**config.mk**
```make
export PLATFORM = sky130hd
export DESIGN_NAME = hash_func
export DESIGN_NICKNAME = d
export VERILOG_FILES = /design/src/rtl/kv_pkg.sv /design/src/rtl/hash_divmod.sv /design/src/rtl/hash_func.sv
export SDC_FILE = /design/constraint.sdc
export NUM_CORES = 1
export LEC_CHECK = 0
export CAP_MARGIN = 30
export CORE_MARGIN = 10
export CORE_UTILIZATION = 55
export CTS_BUF_LIST = sky130_fd_sc_hd__clkbuf_2
export CTS_CLUSTER_SIZE = 30
export DETAILED_ROUTE_END_ITERATION = 8
export PLACE_DENSITY = 0.75
export SKIP_LAST_GASP = 1
export SYNTH_ARGS = -nofsm -noshare
export SYNTH_HDL_FRONTEND = slang
export SYNTH_SLANG_ARGS = --single-unit
```
**constraint.sdc**
```tcl
create_clock -name clk -period 22.6 [get_ports clk]
set_input_delay 4.52 -clock clk [delete_from_list [all_inputs] [get_ports clk]]
set_output_delay 4.52 -clock clk [all_outputs]
set_load 0.005 [all_outputs]
```
**src/rtl/kv_pkg.sv**
```systemverilog
// Shared widths and types for the key-value store datapath.
// Used by the hash generator and the table controller.
package kv_pkg;

    localparam int unsigned KEY_W              = 32;
    localparam int unsigned HASH_W             = 32;
    localparam int unsigned DEFAULT_TABLE_SIZE = 11;

    typedef logic [KEY_W-1:0]  key_t;
    typedef logic [HASH_W-1:0] hash_t;

endpackage

```
**src/rtl/hash_divmod.sv**
```systemverilog
// Combinational unsigned divide/modulo of a 32-bit value by a constant.
// The divisor is fixed at elaboration, so synthesis reduces it to constant logic.
module hash_divmod
    import kv_pkg::*;
#(
    parameter int unsigned DIVISOR = DEFAULT_TABLE_SIZE
) (
    input  logic [KEY_W-1:0] i_dividend,
    output logic [KEY_W-1:0] o_quot,
    output logic [KEY_W-1:0] o_rem
);

    localparam logic [KEY_W-1:0] W_DIV = KEY_W'(DIVISOR);

    always_comb begin
        o_quot = i_dividend / W_DIV;
        o_rem  = i_dividend % W_DIV;
    end

endmodule

```
**src/rtl/hash_func.sv**
```systemverilog
// Cuckoo-table dual index generator: primary and alternate bucket for each key.
// One register stage after a constant divide/modulo chain; outputs come only from flops.
module hash_func
    import kv_pkg::*;
#(
    parameter int unsigned TABLE_SIZE = DEFAULT_TABLE_SIZE
) (
    input  logic              clk,
    input  logic              rst_n,
    input  logic              key_valid,
    input  logic [KEY_W-1:0]  key,
    output logic [HASH_W-1:0] hash1,
    output logic [HASH_W-1:0] hash2,
    output logic              hash_valid
);

    generate
        if (TABLE_SIZE < 2 || TABLE_SIZE > 65535) begin : g_bad_table_size
            $error("hash_func: TABLE_SIZE must lie in 2..65535");
        end
    endgenerate

    key_t  w_q1;
    key_t  w_rem1;
    key_t  w_rem2;
    key_t  w_q2_unused;

    hash_t r_hash1_p1;
    hash_t r_hash2_p1;
    logic  r_vld_p1;

    // Second stage divides the first quotient, giving an index independent of hash1.
    hash_divmod #(.DIVISOR(TABLE_SIZE)) u_div_key (
        .i_dividend (key),
        .o_quot     (w_q1),
        .o_rem      (w_rem1)
    );

    hash_divmod #(.DIVISOR(TABLE_SIZE)) u_div_quot (
        .i_dividend (w_q1),
        .o_quot     (w_q2_unused),
        .o_rem      (w_rem2)
    );

    // p0 -> p1: indices load on accepted keys and hold otherwise
    always_ff @(posedge clk) begin
        if (!rst_n) begin
            r_hash1_p1 <= '0;
            r_hash2_p1 <= '0;
            r_vld_p1   <= 1'b0;
        end else begin
            r_vld_p1 <= key_valid;
            if (key_valid) begin
                r_hash1_p1 <= w_rem1;
                r_hash2_p1 <= w_rem2;
            end
        end
    end

    assign hash1      = r_hash1_p1;
    assign hash2      = r_hash2_p1;
    assign hash_valid = r_vld_p1;

endmodule

```
==> metrics.cfg, run 1 <==
[outcome]
status = complete, no violations

[worst_setup_path]
cpMostUsedCell = buf_4
rr_worst_depth = 3
worstSetupEndpointType = register
critical_path_required_ns = 22.98
cp_max_fo = 23
slowest_delay_ns = 0.61
crit_type = input pin to register
crit_arrival_ns = 22.21
critPathLaunchType = input pin
slowest_stage = or4_4

[timing]
clock_skew_ns = 0
min_period_ns = 21.83
worst_slack_ns = 0.772
fmax_mhz = 45.8
setup_viol = 0
setup-tns-final_ns = 0
hold_viol = 0
maxSlewHeadroom_pct = 32.7
worst_pin_slew_ns = 0.997
slew_violations = 0
min_period_over_period_pct = 96.6
hold_slack_ns = 0.477

[synthesis]
synth_area_leaders = dfxtp_1 (9.0%), nor2_1 (5.4%), a21oi_1 (4.7%)
synth_edf_count = 0
syn-num-nets = 2165
syn_avg_cell_area_sq_um = 6.82
yosysSeqAreaShare_pct = 8.98
ys_warn_count = 0
synth_top_area_share_pct = 8.98
syn-instance-count = 2126
synth_ff_type = dfxtp_1
yosys_register_bits = 65
syn_area_sq_um = 14500
yosys.cell_types.count = 124
synth_top_area_cell = dfxtp_1
async_flop_share_pct = 0

[routing]
firstDrtPassIters = 6
vias_per_cell = 7.17
final_antenna_net_count = 0
drc = 0
vias = 18400
wirelength_mm = 47.2
wl_per_cell_um = 18.4
drt_first_iter_violations = 2081

[finish]
nNetsFinal = 2260
drive_gt1_share_pct = 16.5
fillers = 2297
syn2layout_area_growth_pct = 16.9
num_antenna_cells = 0
fin_cells = 2561

[die]
die_area_sq_um = 33300
io-pin-count = 100
core_area_sq_um = 26000
die_y_um = 182
rows = 59
die_w_um = 182
start_util_pct = 55.8

[global_route]
grt_start_max_net_pins = 53
overflow = 0
grt_pass1_wl_mm = 75.8
antenna_found_initial = 0
grt_pass1_vias = 15800
grt_use_total_pct = 25.0

[cts]
clkSinkCount = 65
cts_tree = yes
clock_latency_ns = 0.47
h-tree-depth = 3
cts_buffers = 9
cts.path.max_buffers = 2
clock-root-buffer = clkbuf_2
clk_pin_slew_ns = 0.21

[place]
portBuffers = 99
gp_congestion = 0.969
place_inst = 2518
dp_hpwl_mm = 34.4
place_ws_ns = -0.279

[min_path]
hp-class = register to register
hold_depth = 2

[run]
maxCapViolCount = 0

==> sequential cells by signal, summed over array words and instances, names as in the netlist <==
signal / flops
hash1: 32
hash2: 32
hash_valid: 1
==> layout by cell type (no fill, tap or decap), drive strengths merged, types with 44 or more instances in the layout <==
| cell type | n |
|---|---|
| nand3 | 104 |
| nor3 | 76 |
| mux2i | 44 |
| a21oi | 139 |
| dfxtp | 65 |
| inv | 51 |
| nand2 | 167 |
| a211oi | 61 |
| o211ai | 49 |
| buf | 158 |
| clkdlybuf4s50 | 93 |
| nor2 | 213 |
| o21ai | 117 |
==> synth_stat cells (29+ instances only) <==
master / number
nand2_1: 166
nor2_1: 209
nor4_1: 34
o21ai_1: 35
o21ai_0: 81
mux2i_1: 43
a31oi_1: 42
xnor2_1: 29
dfxtp_1: 65
clkbuf_1: 103
o22ai_1: 29
o21a_1: 40
nand3_1: 104
nand4_1: 41
a21oi_1: 137
a211oi_1: 52
or3_1: 31
nor3_1: 74
o211ai_1: 46
buf_2: 53
inv_1: 47
==> per-stage QoR <==
step | utilization [%] | instance area [sq um]
finish | 65.2 | 16900
global route | 65.2 | 16900
CTS | 62.5 | 16200
detailed placement | 62.0 | 16100
global placement | 62.0 | 16100
floorplan | - | 14500
==> layer usage <==
| layer | wire length [um] | GRT usage (%) | up-vias |
|---|---|---|---|
| met5 | 0 | 0 | - |
| met4 | 602 | 4.98 | 0 |
| met1 | 20600 | 33.7 | 8568 |
| met3 | 3620 | 2.67 | 86 |
| met2 | 22400 | 42.1 | 984 |
| li1 | - | - | 8715 |
==> worst paths after layout <==
kind                          startpoint                endpoint  slack, ns
setup reg to reg   hash2[5]$_SDFFE_PN0P_   hash2[5]$_SDFFE_PN0P_      21.83
setup / recovery                 key[30]   hash2[1]$_SDFFE_PN0P_       0.77
hold reg to reg   hash2[22]$_SDFFE_PN0P_  hash2[22]$_SDFFE_PN0P_       0.48
hold / removal    hash2[22]$_SDFFE_PN0P_  hash2[22]$_SDFFE_PN0P_       0.48
==> logic make-up after synthesis <==
| logic type | Yosys count | synth area share (%) |
|---|---|---|
| buf+inv | 225 | 6.59 |
| flops | 65 | 8.98 |
| xor+xnor | 37 | 2.34 |
| compound gates | 897 | 47.7 |
| simple gates | 833 | 29.3 |
| fa+ha+maj | 8 | 0.621 |
| mux | 61 | 4.44 |
==> cell type report <==
cell class | count | area, sq um | area share (%)
Clock buffer | 9 | 45.0 | 0.266
Timing Repair Buffer | 256 | 2180 | 12.8
Tap cell | 335 | 419 | 2.47
Inverter | 53 | 199 | 1.17
Sequential cell | 65 | 1300 | 7.68
Clock inverter | 7 | 77.6 | 0.458
Multi-Input combinational cell | 1836 | 12700 | 75.1
==> critical path, delay by kind of cell <==
kind	cells	cell delay [ns]
compound gates	35	8.83
xor+xnor	2	0.63
fa+ha+maj	1	0.30
buf+inv	6	1.66
mux	4	1.26
simple gates	18	4.99
==> timing repair <==
| action | in CTS | in global routing |
|---|---|---|
| hold buffers | 0 | 0 |
| resized for setup | 0 | 98 |
| setup endpoints to repair | 0 | 44 |
| endpoints found under the hold margin | 0 | 0 |
| buffers inserted | 0 | 27 |
Power of run 1 is not shown: default switching activity piles up to over one toggle a cycle in this logic, so the estimate is an artifact.
==> inputs of run 2 (changes only) <==
--- a/config.mk
+++ b/config.mk
@@ -11,6 +11,7 @@
 export CTS_BUF_LIST = sky130_fd_sc_hd__clkbuf_2
 export CTS_CLUSTER_SIZE = 30
 export DETAILED_ROUTE_END_ITERATION = 8
+export GPL_TIMING_DRIVEN = 0
 export PLACE_DENSITY = 0.75
 export SKIP_LAST_GASP = 1
 export SYNTH_ARGS = -nofsm -noshare
==> run 2 against run 1 <==
  * Maximum frequency fell by 2.0%
  * Utilization rose by 3.0 points
  * Worst setup slack got worse by 0.45 ns
==> metrics.cfg, run 2 (synthesis gave the netlist of run 1 again) <==
[global_route]
antenna_found_initial = 0
overflow = 0
grt_start_max_net_pins = 14
top_usage_layer = met2
use_met1_pct = 35.7
grt_pass1_vias = 16200
grtUsageMet2_pct = 43.0
grt_pass1_wl_mm = 78.3
grt_use_total_pct = 26.0
use_met3_pct = 2.71

[cts]
cts_tree = yes
clkSinkCount = 65
clock-root-buffer = clkbuf_2
clock_latency_ns = 0.47
cts.path.max_buffers = 2
cts_buffers = 9
h-tree-depth = 3
clk_pin_slew_ns = 0.21

[finish]
final_cell_area_sq_um = 17700
nNetsFinal = 2314
most-common-layout-cells = nor2_1 (192), nand2_1 (163), a21oi_1 (127), nand3_1 (101), clkdlybuf4s50_1 (89)
syn2layout_area_growth_pct = 22.2
seqCellArea_sq_um = 1300
num_antenna_cells = 0
layout_commonest_cell = nor2_1
multi_input_area_sq_um = 13600
fillers = 2261
drive_gt1_share_pct = 18.9

[outcome]
status = complete, no violations

[worst_setup_path]
crit_family = compound AO/OA/AOI/OAI gates
critPathLaunchType = input pin
critical_path_required_ns = 23.01
worstSetupEndpointType = register
worst-path-buf-inv = 12
cpMostUsedCell = buf_4
crit_arrival_ns = 22.69
slowest_delay_ns = 0.56
slowest_stage = or4_4
crit_type = input pin to register
cp_max_fo = 10

[routing]
drt_first_iter_violations = 2421
final_antenna_net_count = 0
firstDrtPassIters = 8
wirelength_mm = 50.1
vias_per_cell = 7.25
wl_per_cell_um = 19.2
drc = 0
vias = 19000

[place]
placed_area_sq_um = 15800
portBuffers = 89
dp_hpwl_mm = 35.1
gp_congestion = 0.956

[die]
io-pin-count = 100
die_y_um = 182
die_w_um = 182
core_area_sq_um = 26000
start_util_pct = 55.8
rows = 59
die_area_sq_um = 33300

[timing]
min_period_over_period_pct = 98.6
worst_pin_slew_ns = 0.904
min_period_ns = 22.28
setup_viol = 0
clock_skew_ns = 0
slew_violations = 0
hold_viol = 0
fmax_mhz = 44.9
maxSlewHeadroom_pct = 39.1

[min_path]
hp-class = register to register

[run]
maxCapViolCount = 0

[run 2: cell types whose count changed in the layout (fill, tap and decap cells not counted), moves of 12 or more]
| cell | before | now |
|---|---|---|
| clkbuf_1 | 0 | 76 |
| clkbuf_2 | 9 | 31 |
| nor2_1 | 204 | 192 |
| buf_2 | 1 | 52 |
| buf_4 | 157 | 65 |
[run 2: through the flow]
stage               TNS [ns]  hold slack (ns)  worst slack [ns]  cells  util, %
detailed placement    -37.22            0.442             -1.90   2550     60.8
global placement      -21.02            0.435             -1.44   2550     60.8
global route           -2.07            0.508            -0.340   2615     68.2
finish                     0            0.477             0.320   2615     68.2
CTS                        0            0.479           0.00243   2570     63.0
floorplan                  0            0.451              1.60   2126        -
[run 2: worst reg2reg max path: cells and delay by family, from the launching register on]
family	cells	cell delay (ns)
AND/OR/NAND/NOR	1	0.13
AO/OA/AOI/OAI	1	0.18
flip-flops	1	0.37
[run 2: path summary, 6_finish.rpt]
kind	from	end	slack (ns)	cells after the start
min	hash2[22]$_SDFFE_PN0P_	hash2[22]$_SDFFE_PN0P_	0.48	2
max reg2reg	hash2[3]$_SDFFE_PN0P_	hash2[3]$_SDFFE_PN0P_	21.84	2
max	key[26]	hash2[1]$_SDFFE_PN0P_	0.32	75
min reg2reg	hash2[22]$_SDFFE_PN0P_	hash2[22]$_SDFFE_PN0P_	0.48	2
[run 2: cell type report]
| class | instances | share of cell area [%] |
|---|---|---|
| Multi-Input combinational cell | 1836 | 76.6 |
| Sequential cell | 65 | 7.34 |
| Buffer | 169 | 4.53 |
| Clock buffer | 9 | 0.254 |
| Inverter | 53 | 1.12 |
| Tap cell | 335 | 2.37 |
| Clock inverter | 7 | 0.565 |
| Timing Repair Buffer | 141 | 7.25 |
[run 2: repair_timing]
action                     4_1_cts  5_1_grt
hold buffers                     0        0
cloned                           0        0
buffers inserted                 5       47
setup endpoints to repair       29       42
gates resized for setup         78      215
pin swaps                        4       48
[run 2: per-layer routing]
layer | share of wire (%) | vias up
li1 | - | 8821
met1 | 43 | 8925
met2 | 47 | 1101
met3 | 8.3 | 122
met4 | 2.1 | 0
met5 | 0 | -
Power of run 2 is left out for the same reason.
